--- src/rtl/str_pkg.sv ---
// Shared types and constants for the print-string syscall engine.
package str_pkg;

  typedef enum logic [1:0] {
    IDLE  = 2'd0,
    FETCH = 2'd1,
    EMIT  = 2'd2,
    DONE  = 2'd3
  } state_t;

  localparam int unsigned SYSCALL_PRINT_STRING = 4;
  localparam int unsigned BYTE_W               = 8;
  localparam int unsigned WORD_W               = 32;

endpackage

--- src/rtl/byte_select.sv ---
// Picks one little-endian byte out of a 32-bit memory word.
module byte_select
  import str_pkg::*;
(
  input  logic [WORD_W-1:0] word,
  input  logic [1:0]        offset,
  output logic [BYTE_W-1:0] sel_byte_c
);

  always_comb begin
    sel_byte_c = word[7:0];
    case (offset)
      2'd0:    sel_byte_c = word[7:0];
      2'd1:    sel_byte_c = word[15:8];
      2'd2:    sel_byte_c = word[23:16];
      default: sel_byte_c = word[31:24];
    endcase
  end

endmodule

--- src/rtl/string_reader.sv ---
// Print-string engine: fetches words of a null-terminated string from data
// memory and hands out one character per valid/ready handshake.
module string_reader
  import str_pkg::*;
#(
  parameter int unsigned MAX_LEN = 256,
  parameter int unsigned LEN_W   = 9
) (
  input  logic              clk,
  input  logic              rst_n,
  input  logic              start,
  input  logic [31:0]       str_addr,
  output logic              mem_read,
  output logic [31:0]       mem_address,
  input  logic [31:0]       mem_read_data,
  output logic [7:0]        char_out,
  output logic              char_valid,
  input  logic              char_ready,
  output logic              busy,
  output logic              done,
  output logic              truncated,
  output logic [LEN_W-1:0]  length
);

  state_t            state;
  logic [31:0]       ptr;
  logic [31:0]       word;
  logic [LEN_W-1:0]  count;

  logic [31:0]       ptr_inc;
  logic [LEN_W-1:0]  count_inc;
  logic [31:0]       sel_word;
  logic [1:0]        sel_off;
  logic [7:0]        sel_byte_c;

  assign ptr_inc   = ptr + 32'd1;
  assign count_inc = count + LEN_W'(1);

  // In FETCH the first byte comes straight from memory; in EMIT it is the next byte of the held word.
  always_comb begin
    sel_word = word;
    sel_off  = ptr_inc[1:0];
    if (state == FETCH) begin
      sel_word = mem_read_data;
      sel_off  = ptr[1:0];
    end
  end

  byte_select u_byte_select (
    .word       (sel_word),
    .offset     (sel_off),
    .sel_byte_c (sel_byte_c)
  );

  always_ff @(posedge clk or negedge rst_n) begin
    if (!rst_n) begin
      state       <= IDLE;
      ptr         <= '0;
      word        <= '0;
      count       <= '0;
      mem_read    <= 1'b0;
      mem_address <= '0;
      char_out    <= '0;
      char_valid  <= 1'b0;
      busy        <= 1'b0;
      done        <= 1'b0;
      truncated   <= 1'b0;
      length      <= '0;
    end else begin
      done     <= 1'b0;
      mem_read <= 1'b0;
      case (state)
        IDLE: begin
          if (start) begin
            ptr         <= str_addr;
            count       <= '0;
            mem_read    <= 1'b1;
            mem_address <= {str_addr[31:2], 2'b00};
            busy        <= 1'b1;
            state       <= FETCH;
          end
        end
        FETCH: begin
          word       <= mem_read_data;
          char_out   <= sel_byte_c;
          char_valid <= (sel_byte_c != 8'd0);
          state      <= EMIT;
        end
        EMIT: begin
          if (!char_valid) begin
            // Current byte is the terminator: finish without emitting it.
            state     <= DONE;
            done      <= 1'b1;
            busy      <= 1'b0;
            truncated <= 1'b0;
            length    <= count;
          end else if (char_ready) begin
            count <= count_inc;
            ptr   <= ptr_inc;
            if (count_inc == LEN_W'(MAX_LEN)) begin
              state      <= DONE;
              done       <= 1'b1;
              busy       <= 1'b0;
              truncated  <= 1'b1;
              length     <= count_inc;
              char_valid <= 1'b0;
            end else if (ptr[1:0] == 2'd3) begin
              state       <= FETCH;
              mem_read    <= 1'b1;
              mem_address <= {ptr_inc[31:2], 2'b00};
              char_valid  <= 1'b0;
            end else begin
              char_out   <= sel_byte_c;
              char_valid <= (sel_byte_c != 8'd0);
            end
          end
        end
        DONE: begin
          state <= IDLE;
        end
        default: begin
          state <= IDLE;
        end
      endcase
    end
  end

endmodule

--- config.mk ---
export PLATFORM = sky130hd
export DESIGN_NAME = string_reader
export DESIGN_NICKNAME = d
export VERILOG_FILES = /design/src/rtl/str_pkg.sv /design/src/rtl/byte_select.sv /design/src/rtl/string_reader.sv
export SDC_FILE = /design/constraint.sdc
export NUM_CORES = 1
export LEC_CHECK = 0
export CORE_ASPECT_RATIO = 0.5
export CORE_UTILIZATION = 40
export CTS_CLUSTER_SIZE = 30
export DETAILED_ROUTE_END_ITERATION = 8
export GPL_ROUTABILITY_DRIVEN = 0
export PLACE_DENSITY_LB_ADDON = 0.2
export SLEW_MARGIN = 20
export SYNTH_ARGS = -nofsm -noshare
export SYNTH_HDL_FRONTEND = slang
export SYNTH_HIERARCHICAL = 1
export SYNTH_SLANG_ARGS = --single-unit
--- constraint.sdc ---
create_clock -name clk -period 4.5 [get_ports clk]
set_input_delay 0.9 -clock clk [delete_from_list [all_inputs] [get_ports clk]]
set_output_delay 0.9 -clock clk [all_outputs]
set_load 0.01 [all_outputs]
; ---- Yosys cells after proc, flatten, opt, wreduce, memory -nomap -nowiden
; Index checks and enable logic that the tools add are counted.
[classes]
add_sub_neg = 2
eq_ne = 18
muxes = 54
reduce_logical = 11
[op_table]
columns = cell, count
row1 = 32-bit two-way mux, 9
row2 = 32-bit one-hot mux with 2 select lines, 2
row3 = 9-bit two-way mux, 6
row4 = 32-bit by 1-bit adder with 32-bit output (second input constant), 1
row5 = 8-bit two-way mux, 4
row6 = 8-bit one-hot mux with 3 select lines, 1
row7 = 1-bit two-way mux, 20
row8 = 9-bit one-hot mux with 2 select lines, 1
row9 = 8-bit one-hot mux with 2 select lines, 1
row10 = 2-bit two-way mux, 6
row11 = 2-bit != test (second input constant), 6
row12 = 9-bit by 1-bit adder with 9-bit output (second input constant), 1
row13 = 9-bit == test (second input constant), 1
row14 = 2-bit == test (second input constant), 4
row15 = 2-bit one-hot mux with 4 select lines, 1
row16 = 4-bit AND reduction, 2
row17 = 8-bit nonzero test, 1
row18 = 3-bit != test (second input constant), 2
row19 = 1-bit one-hot mux with 2 select lines, 3
row20 = 3-bit AND reduction, 2
row21 = 6-bit AND reduction, 1
row22 = 5-bit AND reduction, 1
row23 = 2-bit by 1-bit == test with 1-bit output (second input constant), 2
row24 = 2-bit zero test, 2
row25 = 3 further kinds, 5
[word_totals]
register_bits = 129
input_bits = 68
output_inout_bits = 54
word_cells = 97

; ---- Logic depth before layout (Yosys ltp)
; Gate-level depths: netlist of run 1.
[depth]
depth_word = 10
mapped_depth = 10
depth_no_buf = 8

; ---- Modules after synthesis
; Netlist of run 1, hierarchy kept.
[modules_own_cells]
columns = mod, n_inst, cells_each, area_per_inst_um2, seq_area_each_um2
row1 = string_reader, 1, 588, 6449.9, 3178.0
row2 = byte_select, 1, 10, 196.4, 0.0

; ---- Worst setup path before layout of run 1
; OpenSTA, ideal clock, no wires.
[synth_path]
path_type = register to register
start = register state[1]
end = register char_valid
setup_time_ns = 0.121
arrival_ns = 2.591
t_required_ns = 4.379
slack_ns = 1.788
stages_incl_launch_ff = 11
path_buffers = 3
synth_period_minus_slack_ns = 2.712
cell_sequence = dfrtp_1 > inv_1 > ha_1 > clkbuf_1 > buf_1 > xnor2_1 > buf_6 > mux4_2 > nor4_1 > a21boi_0 > a22o_1
[synth_via]
elab_chain_len = 10
elab_cells_between_ends = 15
[synth_rtl]
columns = item, line
row1 = start: declaration, string_reader.sv:25  ; state_t state;
row2 = start signal: assignment, string_reader.sv:57  ; state <= IDLE;
row3 = start signal: assignment, string_reader.sv:80  ; state <= FETCH;
row4 = start signal: assignment, string_reader.sv:87  ; state <= EMIT;
row5 = 2-bit by 1-bit == test with 1-bit output (*), string_reader.sv:43  ; if (state == FETCH) begin
row6 = 2-bit two-way mux (*), string_reader.sv:43
row7 = named net sel_off[0], string_reader.sv:33  ; logic [1:0] sel_off;
row8 = "2-bit == test, or another cell as far along", byte_select.sv:12  ; case (offset)
row9 = 8-bit one-hot mux with 3 select lines (*), byte_select.sv:12
row10 = named net sel_byte_c[5], string_reader.sv:34  ; logic [7:0] sel_byte_c;
row11 = 8-bit nonzero test (*), "string_reader.sv:86, string_reader.sv:114"
row12 = 1-bit two-way mux, string_reader.sv:107  ; end else if (ptr[1:0] == 2'd3) begin
row13 = 1-bit two-way mux, string_reader.sv:100  ; if (count_inc == LEN_W'(MAX_LEN)) begin
row14 = 1-bit two-way mux, string_reader.sv:97  ; end else if (char_ready) begin
row15 = 1-bit two-way mux, string_reader.sv:90  ; if (!char_valid) begin
row16 = 1-bit one-hot mux with 2 select lines (*), string_reader.sv:72  ; case (state)
row17 = end signal: assignment, string_reader.sv:86  ; char_valid <= (sel_byte_c != 8'd0);
row18 = end signal: assignment, string_reader.sv:114  ; char_valid <= (sel_byte_c != 8'd0);
row19 = end: declaration, string_reader.sv:17  ; output logic char_valid,
; The timed path passes the listed nets; every way through them passes the cells marked *.
; A chain may end at the register's enable or synchronous reset.

; ---- Final worst setup path of run 1
; Same ends and word-level chain as after synthesis.

==> results of run 1 <==
## power by group
part	total (mW)	switching (mW)	internal, mW
Clock	1.48	0.514	0.964
Combinational	3.07	1.44	1.63
Sequential	2.06	0.386	1.68
Total	6.61	2.34	4.27
## cells in the final DEF (no fill, tap or decap), types with 8 or more instances in the layout
cell / instances
clkdlybuf4s50_1: 118
mux2_4: 8
inv_1: 14
nand2_1: 39
nor2_1: 45
mux4_2: 8
xnor2_1: 24
o21ai_0: 28
clkbuf_16: 17
nand3_1: 29
dfrtp_1: 127
nand4_1: 13
mux2i_1: 10
xor2_1: 16
mux2_2: 80
and3_1: 10
a21oi_1: 38
## registers in the layout, summed over array words and instances (netlist names)
name         count
length           9
char_out         8
count            9
mem_address     30
done             1
word            32
truncated        1
ptr             32
mem_read         1
char_valid       1
busy             1
state            2
## cells by family after synthesis
logic type      share of synthesized area
simple gates                        0.119
flops                               0.478
mux                                 0.199
compound gates                     0.0964
buf+inv                            0.0448
xor+xnor                           0.0527
fa+ha+maj                         0.00941
other cells                      0.000564
## per-stage QoR
step | setup WS (ns) | area (µm²) | total power [mW] | utilization
global route | 1.30 | 8580 | 7.05 | 0.543
global placement | 1.23 | 7950 | 5.09 | 0.503
finish | 1.46 | 8580 | 6.61 | 0.543
floorplan | 1.79 | 6650 | 4.23 | -
detailed placement | 1.15 | 7950 | 5.16 | 0.503
CTS | 1.40 | 8580 | 6.67 | 0.543
## final cells by class
| cell class | count | area share |
|---|---|---|
| Timing Repair Buffer | 126 | 0.146 |
| Sequential cell | 127 | 0.370 |
| Inverter | 14 | 0.00612 |
| Clock inverter | 11 | 0.0190 |
| Tap cell | 221 | 0.0322 |
| Clock buffer | 20 | 0.0544 |
| Multi-Input combinational cell | 414 | 0.372 |
## worst paths after layout
| path | slack [ns] | from | depth (start not counted) | end |
|---|---|---|---|---|
| worst max-delay path | 1.46 | state[1]$_DFFE_PN0P_ | 9 | char_valid$_DFFE_PN0P_ |
| worst min-delay path | 0.49 | mem_address[18]$_DFFE_PN0P_ | 1 | mem_address[18]$_DFFE_PN0P_ |
| worst max register to register | 1.46 | state[1]$_DFFE_PN0P_ | 9 | char_valid$_DFFE_PN0P_ |
| worst min register to register | 0.49 | mem_address[18]$_DFFE_PN0P_ | 1 | mem_address[18]$_DFFE_PN0P_ |
| max in group asynchronous | 3.04 | rst_n | 2 | mem_address[19]$_DFFE_PN0P_ |
| min in group asynchronous | 0.58 | rst_n | 1 | word[3]$_DFF_PN0_ |
## worst register-to-register path: cells and delay by family (launching register included)
kind                       cells  cell delay [ns]
xor gates and xnor gates       1             0.19
buffers and inverters          3             0.75
DFF                            1             0.40
and+or+nand+nor                1             0.45
adders and majority gates      1             0.14
muxes                          1             0.57
AOI/OAI and AO/OA              2             0.44
## routing by layer
layer | share of wire | vias up | GRT usage
met5 | 0 | - | 0
met4 | 0.010 | 0 | 0.0528
met3 | 0.065 | 12 | 0.0666
met2 | 0.43 | 129 | 0.280
met1 | 0.49 | 2353 | 0.267
li1 | - | 2337 | -
==> results.yml, run 1 <==
status:
  status: "complete, no violations"
routing:
  drc_errors: 0
  drtAntennaViolNets: 0
  wl_mm: 15.4
  wl_per_cell_um: 16.5
  via_per_inst: 5.18
  via_count: 4831
  drtIter0Drc: 220
  firstDrtPassIters: 7
setup_path:
  max_stage_delay_ns: 0.56
  path_delay_family: "buffers and inverters"
  crit_chain: "inv_1 -> ha_1 -> buf_4 -> xnor2_1 -> buf_4 -> mux4_2 -> nor4_1 -> a21boi_0 -> a22o_1"
  cp_max_fo: 35
  end_kind: "register"
  crit_buf_inv: 3
  cp.arrival_ns: 3.34
  crit_required_ns: 4.80
  critPathKind: "register to register"
  cp_common_cell: "buf_4"
  start_kind: "register"
  crit_path_top_delay_cell: "mux4_2"
cts:
  cts_root_buffer: "clkbuf_16"
  numCtsBuffers: 17
  insertion_delay_ns: 0.41
  htreeDepth: 4
  clockBufferDepth: 2
  clock-sinks: 127
  cts_tree: "built"
  cts-resized-gates: 0
  postCtsSetupRepairBufs: 0
  cts_hold_buf: 0
  cts.clk_slew.worst_paths_ns: 0.06
min_path:
  min_path_type: "register to register"
final_layout:
  drive_above_1_share: 0.215
  multi_input_area_mm2: 0.00319
  areaGrowthSynthToFinish_pct: 29.1
  fillerInstances: 1377
  fin_cells: 933
  antennaDiodeCount: 0
  nNetsFinal: 773
  seqCellArea_mm2: 0.00318
global_route:
  grt_max_degree: 66
  antenna_found_initial: 0
  grt_overflow: 0
  grt_pass1_vias: 4753
  groute.usage.overall: 0.191
  grt_pass1_wl_mm: 25.3
timing:
  setup_viol: 0
  relSlewSlack: 0.442
  finalMaxSlewViolations: 0
  max_freq_mhz: 329
  setup-tns-final_ns: 0
  period_share: 0.676
  min_period_ns: 3.04
  timing_hold_violations_final: 0
  rsz0062_at_grt: "no"
  fin_skew_ns: 0.0125
  whs_ns: 0.488
  tightest_slew_ns: 0.837
floorplanning:
  pin_count: 122
  die_x_um: 184
  rows: 32
  start_util: 0.420
  die_area_mm2: 0.0172
  fp.dieH_um: 93.2
  coreArea_mm2: 0.0158
yosys:
  synthCells: 598
  yosys.area.top_type_share: 0.478
  yosysSeqAreaShare: 0.478
  postSynthAreaPerCell_um2: 11.1
  synth_common_cells: "127 x dfrtp_1, 80 x mux2_2, 45 x nor2_1"
  synth.area.top_cells: "dfrtp_1 48%, mux2_2 14%, xnor2_1 3.2%, a21oi_1 2.9%, mux4_2 2.7%"
  ys_seq_elements: 127
  synth-main-ff-cell: "dfrtp_1"
  synth_edf_count: 0
  post_synth_num_cell_types: 57
  syn_area_mm2: 0.00665
  yosysMostFrequentCell: "dfrtp_1"
  yosys.area.top_type: "dfrtp_1"
  synthArstFlopShare: 1.00
  yosysWarnings: 6
placed_design:
  place_inst: 902
  io_buffer_count: 119
  dp_hpwl_mm: 10.4
power_and_ir_drop:
  ir_drop_mv: 0.344
  p_per_area_mw_per_mm2: 770
  leakagePower_nw: 3.49
flow_run:
  cap_violations: 0
Power figures use the tool's default switching activity.
==> run 2, diff against run 1 <==
==> constraint.sdc (replaced) <==
create_clock -name clk -period 2.44 [get_ports clk]
set_input_delay 0.488 -clock clk [delete_from_list [all_inputs] [get_ports clk]]
set_output_delay 0.488 -clock clk [all_outputs]
set_load 0.01 [all_outputs]
==> run 2 against run 1 <==
Sequential cell count did not move. Combinational power rose by 120%. Setup slack worse by 1.4 ns. Clock power is 75% higher. Die area unchanged. Maximum frequency up 28%. Utilization grew 3.3 points. Critical path type unchanged. Critical endpoint unchanged.
==> results.yml, run 2 (same netlist as run 1, synthesis figures left out) <==
final_layout:
  fillerInstances: 1295
  areaGrowthSynthToFinish_pct: 37.1
  antennaDiodeCount: 0
  drive_above_1_share: 0.277
  nNetsFinal: 822
  reg_top3: "ptr (32), word (32), mem_address (30)"
  layout_common_cells: "126 x dfrtp_1, 118 x clkdlybuf4s50_1, 76 x mux2_2"
  final_common_cell: "dfrtp_1"
global_route:
  grt_pass1_vias: 5086
  antenna_found_initial: 0
  groute.usage.overall: 0.193
  grt_max_degree: 128
  grt_pass1_wl_mm: 25.9
  grt_overflow: 0
routing:
  route.met2.wl_mm: 7.17
  wl_met3_um: 788
  wl_mm: 15.7
  via_count: 5038
  wl_met1_mm: 7.61
  drtAntennaViolNets: 0
  drtIter0Drc: 235
  wl_per_cell_um: 15.9
  via_per_inst: 5.13
  firstDrtPassIters: 4
  drc_errors: 0
  top_signal_layer_used: "met4"
timing:
  finalMaxSlewViolations: 0
  setup_viol: 0
  rsz0062_at_grt: "yes"
  whs_ns: 0.165
  period_share: 0.976
  fin_skew_ns: 0.0107
  min_period_ns: 2.38
  timing_hold_violations_final: 0
  relSlewSlack: 0.528
  max_freq_mhz: 420
  worst_slack_ns: 0.0597
  tightest_slew_ns: 0.708
setup_path:
  r2r_end: "char_valid$_DFFE_PN0P_"
  r2r_cells: 8
  rrSetupSlack_ns: 0.06
  cp_max_fo: 13
  start_kind: "register"
  crit_required_ns: 2.74
  cp.arrival_ns: 2.68
  critPathKind: "register to register"
  r2r_start: "state[1]$_DFFE_PN0P_"
  end_kind: "register"
placed_design:
  dp_hpwl_mm: 10.8
  place_ws_ns: -0.215
  io_buffer_count: 119
flow_run:
  cap_violations: 0
cts:
  clock-sinks: 127
  insertion_delay_ns: 0.41
  numCtsBuffers: 17
  clockBufferDepth: 2
  cts_root_buffer: "clkbuf_16"
  htreeDepth: 4
  cts_tree: "built"
  cts.clk_slew.worst_paths_ns: 0.07
power_and_ir_drop:
  leakagePower_nw: 3.78
  p_per_area_mw_per_mm2: 1430
  ir_drop_mv: 0.770
floorplanning:
  die_area_mm2: 0.0172
  rows: 32
  coreArea_mm2: 0.0158
  start_util: 0.420
  fp.dieH_um: 93.2
  pin_count: 122
  die_x_um: 184
status:
  status: "complete, no violations"
min_path:
  min_path_type: "input port to async pin"
run 2: changes by cell type in the layout (fill, tap and decap cells not counted), sizes merged:
cell / delta
clkbuf: -3
clkinvlp: +1
bufinv: -2
clkinv: -2
inv: +7
buf: +49
run 2: worst max-delay path, stage by stage, from the launching register on:
cell,delay (ns)
dfrtp_1,0.38
inv_2,0.08
ha_4,0.19
buf_12,0.16
mux2_2,0.35
mux4_2,0.52
nor4_4,0.31
a21boi_1,0.11
a22o_1,0.18
run 2: timing repair:
| item | 4_1_cts | 5_1_grt |
|---|---|---|
| hold buffers | 0 | 0 |
| resized for setup | 10 | 10 |
| cloned | 1 | 0 |
| setup buffers | 3 | 4 |
| endpoints found under the setup margin | 9 | 41 |
| pin swaps | 2 | 5 |
run 2: where the power goes:
| group | switching (mW) | internal [mW] | leakage, nW | total (mW) |
|---|---|---|---|---|
| registers | 0.644 | 3.09 | 1.52 | 3.74 |
| logic | 3.00 | 3.72 | 1.98 | 6.72 |
| clock network | 1.05 | 1.54 | 0.281 | 2.59 |
| total | 4.70 | 8.35 | 3.78 | 13.0 |
run 2: worst max path at each step:
stage / startpoint / end / slack [ns] / cells after the start
after CTS: state[1]$_DFFE_PN0P_ / char_valid$_DFFE_PN0P_ / 0.002 / 9
after floorplan: state[1]$_DFFE_PN0P_ / char_valid$_DFFE_PN0P_ / 0.03 / 10
after global placement: state[1]$_DFFE_PN0P_ / char_valid$_DFFE_PN0P_ / -0.14 / 8
after detailed placement: state[1]$_DFFE_PN0P_ / char_valid$_DFFE_PN0P_ / -0.21 / 8
after global routing: state[1]$_DFFE_PN0P_ / char_valid$_DFFE_PN0P_ / -0.04 / 8
final: state[1]$_DFFE_PN0P_ / char_valid$_DFFE_PN0P_ / 0.06 / 8
run 2: cell type report:
type | count | area (µm²) | area share
multi-input combinational | 414 | 3270 | 0.359
sequential | 127 | 3180 | 0.349
timing repair buffer | 175 | 1730 | 0.190
clock buffer | 17 | 425 | 0.0467
tap | 221 | 277 | 0.0303
clock inverter | 15 | 174 | 0.0191
inverter | 14 | 52.6 | 0.00577
run 2: metrics by stage:
| step | setup TNS (ns) | utilization | cells | total power [mW] | instance area (µm²) |
|---|---|---|---|---|---|
| after floorplan | 0 | - | 599 | 7.83 | 6660 |
| after global placement | -0.137 | 0.527 | 943 | 9.97 | 8340 |
| after detailed placement | -0.331 | 0.527 | 943 | 10.1 | 8340 |
| after CTS | 0 | 0.571 | 979 | 13.0 | 9030 |
| after global routing | -0.0403 | 0.576 | 983 | 13.9 | 9110 |
| final | 0 | 0.576 | 983 | 13.0 | 9110 |
run 2: metal layers:
layer  track usage  vias to the layer above
met3        0.0413                        6
met1         0.269                     2478
li1              -                     2433
met2         0.307                      121
met5             0                        -
met4        0.0493                        0
==> run 3, diff against run 2 <==
--- a/config.mk
+++ b/config.mk
@@ -5,6 +5,7 @@
 export SDC_FILE = /design/constraint.sdc
 export NUM_CORES = 1
 export LEC_CHECK = 0
+export ABC_AREA = 0
 export CORE_ASPECT_RATIO = 0.5
 export CORE_UTILIZATION = 40
 export CTS_CLUSTER_SIZE = 30
==> results of run 3 <==
Final layout, timing and power as in run 2 (identical DEF).
